===== config.mk =====
export PLATFORM = sky130hd
export DESIGN_NAME = shift_detect_sched
export DESIGN_NICKNAME = d
export VERILOG_FILES = /design/src/rtl/shift_detect_sched_pkg.sv /design/src/rtl/shift_detect_sched_window.sv /design/src/rtl/shift_detect_sched.sv
export SDC_FILE = /design/constraint.sdc
export NUM_CORES = 1
export LEC_CHECK = 0
export ABC_AREA = 1
export CORE_UTILIZATION = 53
export CTS_CLUSTER_DIAMETER = 120
export DETAILED_ROUTE_END_ITERATION = 8
export PLACE_DENSITY = 0.9
export SKIP_LAST_GASP = 1
export SYNTH_ARGS = -nofsm -noshare
export SYNTH_HDL_FRONTEND = slang
export SYNTH_SLANG_ARGS = --single-unit

===== constraint.sdc =====
create_clock -name clock -period 2.2 [get_ports clock]
set_clock_uncertainty 0.2 [all_clocks]
set_input_delay 0.22 -clock clock [delete_from_list [all_inputs] [get_ports clock]]
set_output_delay 0.22 -clock clock [all_outputs]
set_load 0.03 [all_outputs]

===== src/rtl/shift_detect_sched_pkg.sv =====
// ---------------------------------------------------------------------------
// shift_detect_sched_pkg
// Shared constants for the shift-window detector scheduler:
//   - arbiter FSM state encodings (IDLE / CLEAR / SERVE / RELEASE)
//   - hit counter saturation value and a saturating increment helper
// ---------------------------------------------------------------------------
package shift_detect_sched_pkg;

   localparam logic [1:0] ST_IDLE    = 2'd0;
   localparam logic [1:0] ST_CLEAR   = 2'd1;
   localparam logic [1:0] ST_SERVE   = 2'd2;
   localparam logic [1:0] ST_RELEASE = 2'd3;

   localparam logic [7:0] HIT_COUNT_MAX = 8'hFF;

   function automatic logic [7:0] sat_inc(input logic [7:0] value);
      return (value == HIT_COUNT_MAX) ? value : value + 8'd1;
   endfunction

endpackage


===== src/rtl/shift_detect_sched_window.sv =====
// ---------------------------------------------------------------------------
// shift_window
// DEPTH-bit serial shift register with fill counter.
// Ports:
//   clock, reset      rising-edge clock, asynchronous active-low reset
//   clear             synchronous clear of window and fill
//   shift, shift_bit  shift enable and serial bit (enters at bit 0)
//   window            register contents, bit 0 newest
//   full              fill would be DEPTH after a shift this cycle
//   all_one/all_zero  shifted window would be all ones / all zeros
// The flags describe the post-shift window so the owner can register a
// match pulse on the same edge that accepts the bit.
// ---------------------------------------------------------------------------
module shift_window
   import shift_detect_sched_pkg::*;
#(
   parameter int unsigned DEPTH = 4
) (
   input  logic             clock,
   input  logic             reset,
   input  logic             clear,
   input  logic             shift,
   input  logic             shift_bit,
   output logic [DEPTH-1:0] window,
   output logic             full,
   output logic             all_one,
   output logic             all_zero
);

   localparam int unsigned FW = $clog2(DEPTH + 1);

   logic [FW-1:0]    fill;
   logic [FW-1:0]    fill_next;
   logic [DEPTH-1:0] shifted;

   always_comb begin
      shifted   = {window[DEPTH-2:0], shift_bit};
      fill_next = (fill == FW'(DEPTH)) ? fill : fill + 1'b1;
      full      = (fill_next == FW'(DEPTH));
      all_one   = &shifted;
      all_zero  = ~|shifted;
   end

   always_ff @(posedge clock or negedge reset) begin
      if (!reset) begin
         window <= '0;
         fill   <= '0;
      end else if (clear) begin
         window <= '0;
         fill   <= '0;
      end else if (shift) begin
         window <= shifted;
         fill   <= fill_next;
      end
   end

endmodule


===== src/rtl/shift_detect_sched.sv =====
// ---------------------------------------------------------------------------
// shift_detect_sched
// Round-robin scheduler sharing one serial window detector between two
// serial bit requesters. Each grant starts from a cleared window; matches
// (all ones / all zeros once the window is full) are pulsed, tagged with
// the owner and counted in a saturating hit counter.
// Ports:
//   clock, reset      rising-edge clock, asynchronous active-low reset
//   req[1:0]          per-requester level request
//   bit_valid[1:0]    per-requester bit strobe (owner only, in SERVE)
//   bit_in[1:0]       per-requester serial bit
//   last[1:0]         per-requester end-of-stream, qualified by bit_valid
//   grant[1:0]        one-hot owner, zero outside SERVE
//   busy              high in CLEAR, SERVE, RELEASE
//   window            detector contents, bit 0 newest
//   hit_one/hit_zero  one-cycle match pulses
//   hit_id            owner of the latest hit
//   hit_count         saturating number of hits since reset
// ---------------------------------------------------------------------------
module shift_detect_sched
   import shift_detect_sched_pkg::*;
#(
   parameter int unsigned DEPTH = 4,
   parameter int unsigned BURST = 8
) (
   input  logic             clock,
   input  logic             reset,
   input  logic [1:0]       req,
   input  logic [1:0]       bit_valid,
   input  logic [1:0]       bit_in,
   input  logic [1:0]       last,
   output logic [1:0]       grant,
   output logic             busy,
   output logic [DEPTH-1:0] window,
   output logic             hit_one,
   output logic             hit_zero,
   output logic             hit_id,
   output logic [7:0]       hit_count
);

   logic [1:0] state;
   logic       owner;
   logic       prio;
   logic [7:0] run_cnt;

   logic accept;
   logic burst_done;
   logic release_now;
   logic win_clear;
   logic win_full;
   logic win_all_one;
   logic win_all_zero;
   logic match;

   // Bits are accepted only once the registered grant is visible, so the
   // first SERVE cycle (grant still low) never shifts.
   always_comb begin
      accept      = (state == ST_SERVE) && grant[owner] && bit_valid[owner] && req[owner];
      burst_done  = ((run_cnt + 8'd1) == 8'(BURST));
      release_now = (state == ST_SERVE) &&
                    (!req[owner] || (accept && (last[owner] || burst_done)));
      win_clear   = (state == ST_CLEAR);
      match       = accept && win_full && (win_all_one || win_all_zero);
      busy        = (state != ST_IDLE);
   end

   shift_window #(
      .DEPTH (DEPTH)
   ) u_window (
      .clock     (clock),
      .reset     (reset),
      .clear     (win_clear),
      .shift     (accept),
      .shift_bit (bit_in[owner]),
      .window    (window),
      .full      (win_full),
      .all_one   (win_all_one),
      .all_zero  (win_all_zero)
   );

   always_ff @(posedge clock or negedge reset) begin
      if (!reset) begin
         state   <= ST_IDLE;
         owner   <= 1'b0;
         prio    <= 1'b0;
         run_cnt <= '0;
         grant   <= '0;
      end else begin
         grant <= ((state == ST_SERVE) && !release_now) ?
                  (owner ? 2'b10 : 2'b01) : 2'b00;
         case (state)
            ST_IDLE: begin
               if (|req) begin
                  owner <= (req == 2'b11) ? prio : req[1];
                  state <= ST_CLEAR;
               end
            end
            ST_CLEAR: begin
               run_cnt <= '0;
               state   <= ST_SERVE;
            end
            ST_SERVE: begin
               if (accept)
                  run_cnt <= run_cnt + 8'd1;
               if (release_now)
                  state <= ST_RELEASE;
            end
            default: begin
               prio  <= ~owner;
               state <= ST_IDLE;
            end
         endcase
      end
   end

   always_ff @(posedge clock or negedge reset) begin
      if (!reset) begin
         hit_one   <= 1'b0;
         hit_zero  <= 1'b0;
         hit_id    <= 1'b0;
         hit_count <= '0;
      end else begin
         hit_one  <= accept && win_full && win_all_one;
         hit_zero <= accept && win_full && win_all_zero;
         if (match) begin
            hit_id    <= owner;
            hit_count <= sat_inc(hit_count);
         end
      end
   end

endmodule


==> results.toml, run 1 <==
[place]
post-place-ws_ps = 122.7
dp.cells = 293
port_buffers = 27
dpl_cell_area_um2 = 2151
place_congestion = 0.8944
detailed_place_hpwl_mm = 2.787

[clocking]
clk_latency_ps = 340
htreeDepth = 2
cts_tree = "built"
clkSinkCount = 32
path_clk_slew_ps = 100
clockBufferDepth = 2
cts_root_buffer = "clkbuf_4"
cts_buffers = 5

[setup_path]
r2r_start = "u_window.fill[0]"
cp_num_cells = 11
slowest_delay_ps = 390
critical_path.n_buffers_inverters = 2
cp.required_ps = 2230
cp_max_fo = 7
cp_slowest_cell = "dfrtp_1"
startpoint = "u_window.fill[0]"
critical_path_class = "reg2reg"
crit_chain = "inv_1 -> ha_1 -> inv_1 -> nand2_1 -> o21ai_1 -> nand2_1 -> nor2_2 -> nand2_4 -> a21oi_4 -> nand3_1 -> xor2_1"
crit_arrival_ps = 2130
ff2ff_setup_slack_ps = 100
end_kind = "flop"
crit_family = "simple AND/OR/NAND/NOR gates"
r2r-end = "hit_count[6]"
rr_worst_depth = 11
cp-start-kind = "flop"

[floorplanning]
io_pins = 28
core_area_um2 = 3153
die_area_um2 = 3671
start_util = 0.5770
std_cell_rows = 20
die_w_um = 60.59
fp.dieH_um = 60.59

[sta]
setup_viol = 0
hold_ws_ps = 53.93
fin_setup_tns_ps = 0
setup_ws_ps = 101.7
period_needed_ps = 2098
fmax_ghz = 0.4766
worstMarginPinSlew_ps = 390.3
slew_headroom = 0.7398
finalMaxSlewViolations = 0
period_share = 0.9538
finalHoldViolCount = 0

[cells_and_area]
fill_cells = 250
num_antenna_cells = 0
drive_above_1_share = 0.09653
nNetsFinal = 277
final_common_cell = "nand2_1"
final-seq-area_um2 = 800.8
final_cell_mix = "nand2_1 (50), dfrtp_1 (32), inv_1 (31)"
multiInputGateArea_um2 = 874.6
post_layout_nonfiller_instances = 303
areaGrowthSynthToFinish_pct = 22.63
final_core_util = 0.7075
finalInstanceArea_um2 = 2231

[job]
cap_violations = 0

[synthesis]
avgSynthCellArea_um2 = 8.232
yosys.area.top_type = "dfrtp_1"
synth_warnings = 0
synth_nets = 240
netlist_area_um2 = 1819
synth_top_area_frac = 0.4402
synthTopCellsByArea = "dfrtp_1 (44%), nand2_1 (11%), nand3_1 (6.9%), inv_1 (6.4%), ha_1 (6.2%)"
yosysSeqAreaShare = 0.4402
ys_ff_latch = 32
synth_cell_types = 32
synthCells = 221

[routing]
drt-initial-drc-count = 92
vias = 1609
wl_per_cell_um = 12.19
first_pass_iters = 5
ant_nets = 0
routed_wl_mm = 3.695
drc = 0
routed_via_density = 5.310

[power_and_ir_drop]
vdd_drop_max_mv = 0.6197
comb_power_share = 0.350
p_sw_frac = 0.3865
p_int_mw = 1.034
p_leak_nw = 1.067
p_seq_frac = 0.442
clkPwrFrac = 0.208
pwr_density_cell_nw_per_um2 = 755.6
switchingPower_mw = 0.6515
power_mw = 1.686

[global_routing]
grt_max_degree = 33
grt-ovfl-total = 0
grt_usage = 0.2361
grt_pass1_vias = 1391
antenna_found_initial = 0
grt_pass1_wl_mm = 6.182

[outcome]
outcome = "finished, final reports clean"

[hold_path]
hold_path_class = "in2async"
-- cell type report --
type | instances | area share
Clock buffer | 8 | 0.02636
Sequential cell | 32 | 0.3589
Tap cell | 44 | 0.02468
Multi-Input combinational cell | 153 | 0.3920
Inverter | 34 | 0.06057
Timing Repair Buffer | 32 | 0.1374
-- cell families after synthesis --
family / Yosys count / share of synthesized area
muxes: 1 / 0.005502
adders and majority gates: 9 / 0.06190
xor gates and xnor gates: 8 / 0.03852
buffers and inverters: 36 / 0.08322
DFF: 32 / 0.4402
AOI/OAI and AO/OA: 33 / 0.1176
and+or+nand+nor: 102 / 0.2531
-- registers in the layout, summed over array words and instances (netlist names) --
name             count
u_window.window      4
hit_id               1
prio                 1
hit_zero             1
grant                2
u_window.fill        3
owner                1
state                2
run_cnt              8
hit_one              1
hit_count            8
-- power groups by stage --
| stage | Combinational, mW | Clock, mW | Sequential (mW) |
|---|---|---|---|
| after floorplan | 0.420 | 0 | 0.743 |
| after global placement | 0.568 | 0 | 0.753 |
| after detailed placement | 0.590 | 0 | 0.757 |
| after CTS | 0.586 | 0.362 | 0.744 |
| after global routing | 0.669 | 0.385 | 0.758 |
| final | 0.590 | 0.351 | 0.744 |
-- layer usage --
metal / routed length (um) / global-route usage / vias to the layer above
met4: 56 / 0.08442 / 0
li1: - / - / 793
met1: 1775 / 0.3150 / 758
met3: 174 / 0.07463 / 8
met2: 1688 / 0.3642 / 50
met5: 0 / 0 / -
-- worst max path at each step --
stage                         to
finish              hit_count[6]
global placement        state[0]
detailed placement  hit_count[2]
floorplan           hit_count[6]
global route        hit_count[4]
CTS                 hit_count[2]
-- cells in the mapped netlist --
master and instances:
o22ai_4 1, o21ai_1 2, o22ai_1 1, nor2_1 16
nand2_1 51, inv_1 31, a211oi_1 1, ha_1 9
a21oi_1 5, nor2_2 1, buf_6 1, o21ai_2 1
o21ai_0 16, buf_2 1, nand4_4 1, inv_4 1
xor2_1 5, a21oi_2 2, mux2i_1 1, nand2_4 2
clkinv_4 1, o31ai_1 1, nand3_1 25, dfrtp_1 32
a22o_1 1, nor3_1 3, nand4_1 2, a21oi_4 1
inv_2 1, or2_1 1, a31oi_1 1, xnor2_1 3
-- repair_timing --
| action | 4_1_cts | 5_1_grt |
|---|---|---|
| buffers inserted | 0 | 2 |
| hold buffers | 0 | 0 |
| pin swaps | 0 | 2 |
| gates resized for setup | 1 | 2 |
| endpoints found under the setup margin | 1 | 4 |
(Power assumes the default switching activity.)
==> inputs of run 2 (changes only) <==
--- a/config.mk
+++ b/config.mk
@@ -6,11 +6,14 @@
 export NUM_CORES = 1
 export LEC_CHECK = 0
 export ABC_AREA = 1
+export CORE_MARGIN = 3
 export CORE_UTILIZATION = 53
 export CTS_CLUSTER_DIAMETER = 120
 export DETAILED_ROUTE_END_ITERATION = 8
+export GPL_TIMING_DRIVEN = 0
 export PLACE_DENSITY = 0.9
 export SKIP_LAST_GASP = 1
+export SLEW_MARGIN = 40
 export SYNTH_ARGS = -nofsm -noshare
 export SYNTH_HDL_FRONTEND = slang
 export SYNTH_SLANG_ARGS = --single-unit
==> results.toml, run 2 (synthesized netlist as in run 1, its figures left out) <==
[power_and_ir_drop]
clkPwrFrac = 0.243
p_sw_frac = 0.3745
power_mw = 1.838
switchingPower_mw = 0.6884
p_leak_nw = 1.099
pwr_density_cell_nw_per_um2 = 801.1
p_seq_frac = 0.395
vdd_drop_max_mv = 0.6290
comb_power_share = 0.363
p_int_mw = 1.150

[floorplanning]
std_cell_rows = 20
start_util = 0.5770
fp.dieH_um = 64.59
die_w_um = 64.59
die_area_um2 = 4171
core_area_um2 = 3153
io_pins = 28

[routing]
wl_per_cell_um = 12.99
drt-initial-drc-count = 104
first_pass_iters = 5
routed_via_density = 5.232
routed_wl_mm = 3.976
vias = 1601
ant_nets = 0
drc = 0

[cells_and_area]
final_cell_mix = "nand2_1 (50), inv_1 (30), dfrtp_1 (30)"
reg_top3 = "hit_count: 8 flops, run_cnt: 8 flops, u_window.window: 4 flops"
num_antenna_cells = 0
finalInstanceArea_um2 = 2295
drive_above_1_share = 0.1221
nNetsFinal = 280
final_core_util = 0.7278
fill_cells = 252
areaGrowthSynthToFinish_pct = 26.13
final_common_cell = "nand2_1"
post_layout_nonfiller_instances = 306

[sta]
finalMaxSlewViolations = 0
setup_ws_ps = 95.73
period_needed_ps = 2104
fmax_ghz = 0.4752
fin_setup_tns_ps = 0
setup_viol = 0
rsz0062_at_grt = "true"
worstMarginPinSlew_ps = 450.2
hold_ws_ps = 123.6
period_share = 0.9565
slew_headroom = 0.6979
finalHoldViolCount = 0

[global_routing]
top_usage_layer = "met2"
grt-ovfl-total = 0
gr-usage-met2 = 0.3389
grt_max_degree = 18
antenna_found_initial = 0
grt_pass1_wl_mm = 6.582
grt_use_met3 = 0.06239
grt_usage = 0.2096
grt_pass1_vias = 1457
grtUsageMet1 = 0.2612

[setup_path]
cp-start-kind = "flop"
critical_path.n_buffers_inverters = 4
cp_max_fo = 9
crit_family = "flip-flops"
crit_arrival_ps = 2140
cp.required_ps = 2230
cp_slowest_cell = "dfrtp_1"
slowest_delay_ps = 420
critical_path_class = "reg2reg"
end_kind = "flop"
crit_chain = "inv_1 -> ha_1 -> inv_1 -> a21oi_2 -> nand2_1 -> inv_2 -> nand2_4 -> clkinv_4 -> nand2_4 -> a21oi_4 -> nand3_1 -> xor2_1"

[clocking]
clk_latency_ps = 350
clockBufferDepth = 2
cts_tree = "built"
path_clk_slew_ps = 110
cts_buffers = 5
cts_root_buffer = "clkbuf_4"
htreeDepth = 2
clkSinkCount = 32

[job]
cap_violations = 0

[place]
dp.cells = 293
place_congestion = 0.8264
dpl_cell_area_um2 = 2167
port_buffers = 27
post-place-ws_ps = -49.67
detailed_place_hpwl_mm = 2.897

[hold_path]
hold_path_class = "in2async"

[outcome]
outcome = "finished, final reports clean"
-- run 2: final cells by class --
| class | count | area [um2] | share of cell area |
|---|---|---|---|
| well taps | 44 | 55.05 | 0.02399 |
| clock buffers | 6 | 41.29 | 0.01799 |
| inverters | 34 | 135.1 | 0.05889 |
| plain buffers | 2 | 16.27 | 0.007088 |
| multi-input cells | 153 | 877.1 | 0.3822 |
| repair buffers | 33 | 331.6 | 0.1445 |
| clock inverters | 2 | 35.03 | 0.01527 |
| flip-flops and latches | 32 | 803.3 | 0.3501 |
-- run 2: worst paths after layout --
path / startpoint / end / slack (ps) / cells after the start
worst min register to register: u_window.window[3] / u_window.window[3] / 310 / 2
worst max-delay path: state[0] / hit_count[6] / 100 / 12
worst min-delay path: reset / u_window.fill[1] / 120 / 2
worst max register to register: state[0] / hit_count[6] / 100 / 12
min in group clock: req[1] / owner / 310 / 3
max in group asynchronous: reset / hit_count[0] / 1250 / 3
-- run 2: per-layer routing --
metal | vias up | part of all wire | routed length (um)
li1 | 795 | - | -
met1 | 748 | 0.43 | 1715
met2 | 46 | 0.50 | 1994
met3 | 12 | 0.042 | 167
met4 | 0 | 0.025 | 99
met5 | - | 0 | 0
-- run 2: power by group through the flow --
stage	registers (mW)	clock network (mW)	logic, mW
4_1_cts	0.722	0.453	0.629
6_report	0.725	0.446	0.667
3_5_place_dp	0.734	0	0.625
3_3_place_gp	0.729	0	0.593
2_1_floorplan	0.743	0	0.420
5_1_grt	0.733	0.491	0.736
-- run 2: worst register-to-register path, stage by stage (launching register included) --
cell,delay [ps]
dfrtp_1,420
inv_1,110
ha_1,200
inv_1,70
a21oi_2,90
nand2_1,80
inv_2,80
nand2_4,90
clkinv_4,90
nand2_4,70
a21oi_4,200
nand3_1,120
xor2_1,160
-- run 2: repair_timing --
item,CTS,global route
hold buffers,1,0
setup buffers,0,4
setup endpoints to repair,3,13
resized for setup,2,5
pin swaps,0,1
endpoints found under the hold margin,32,0
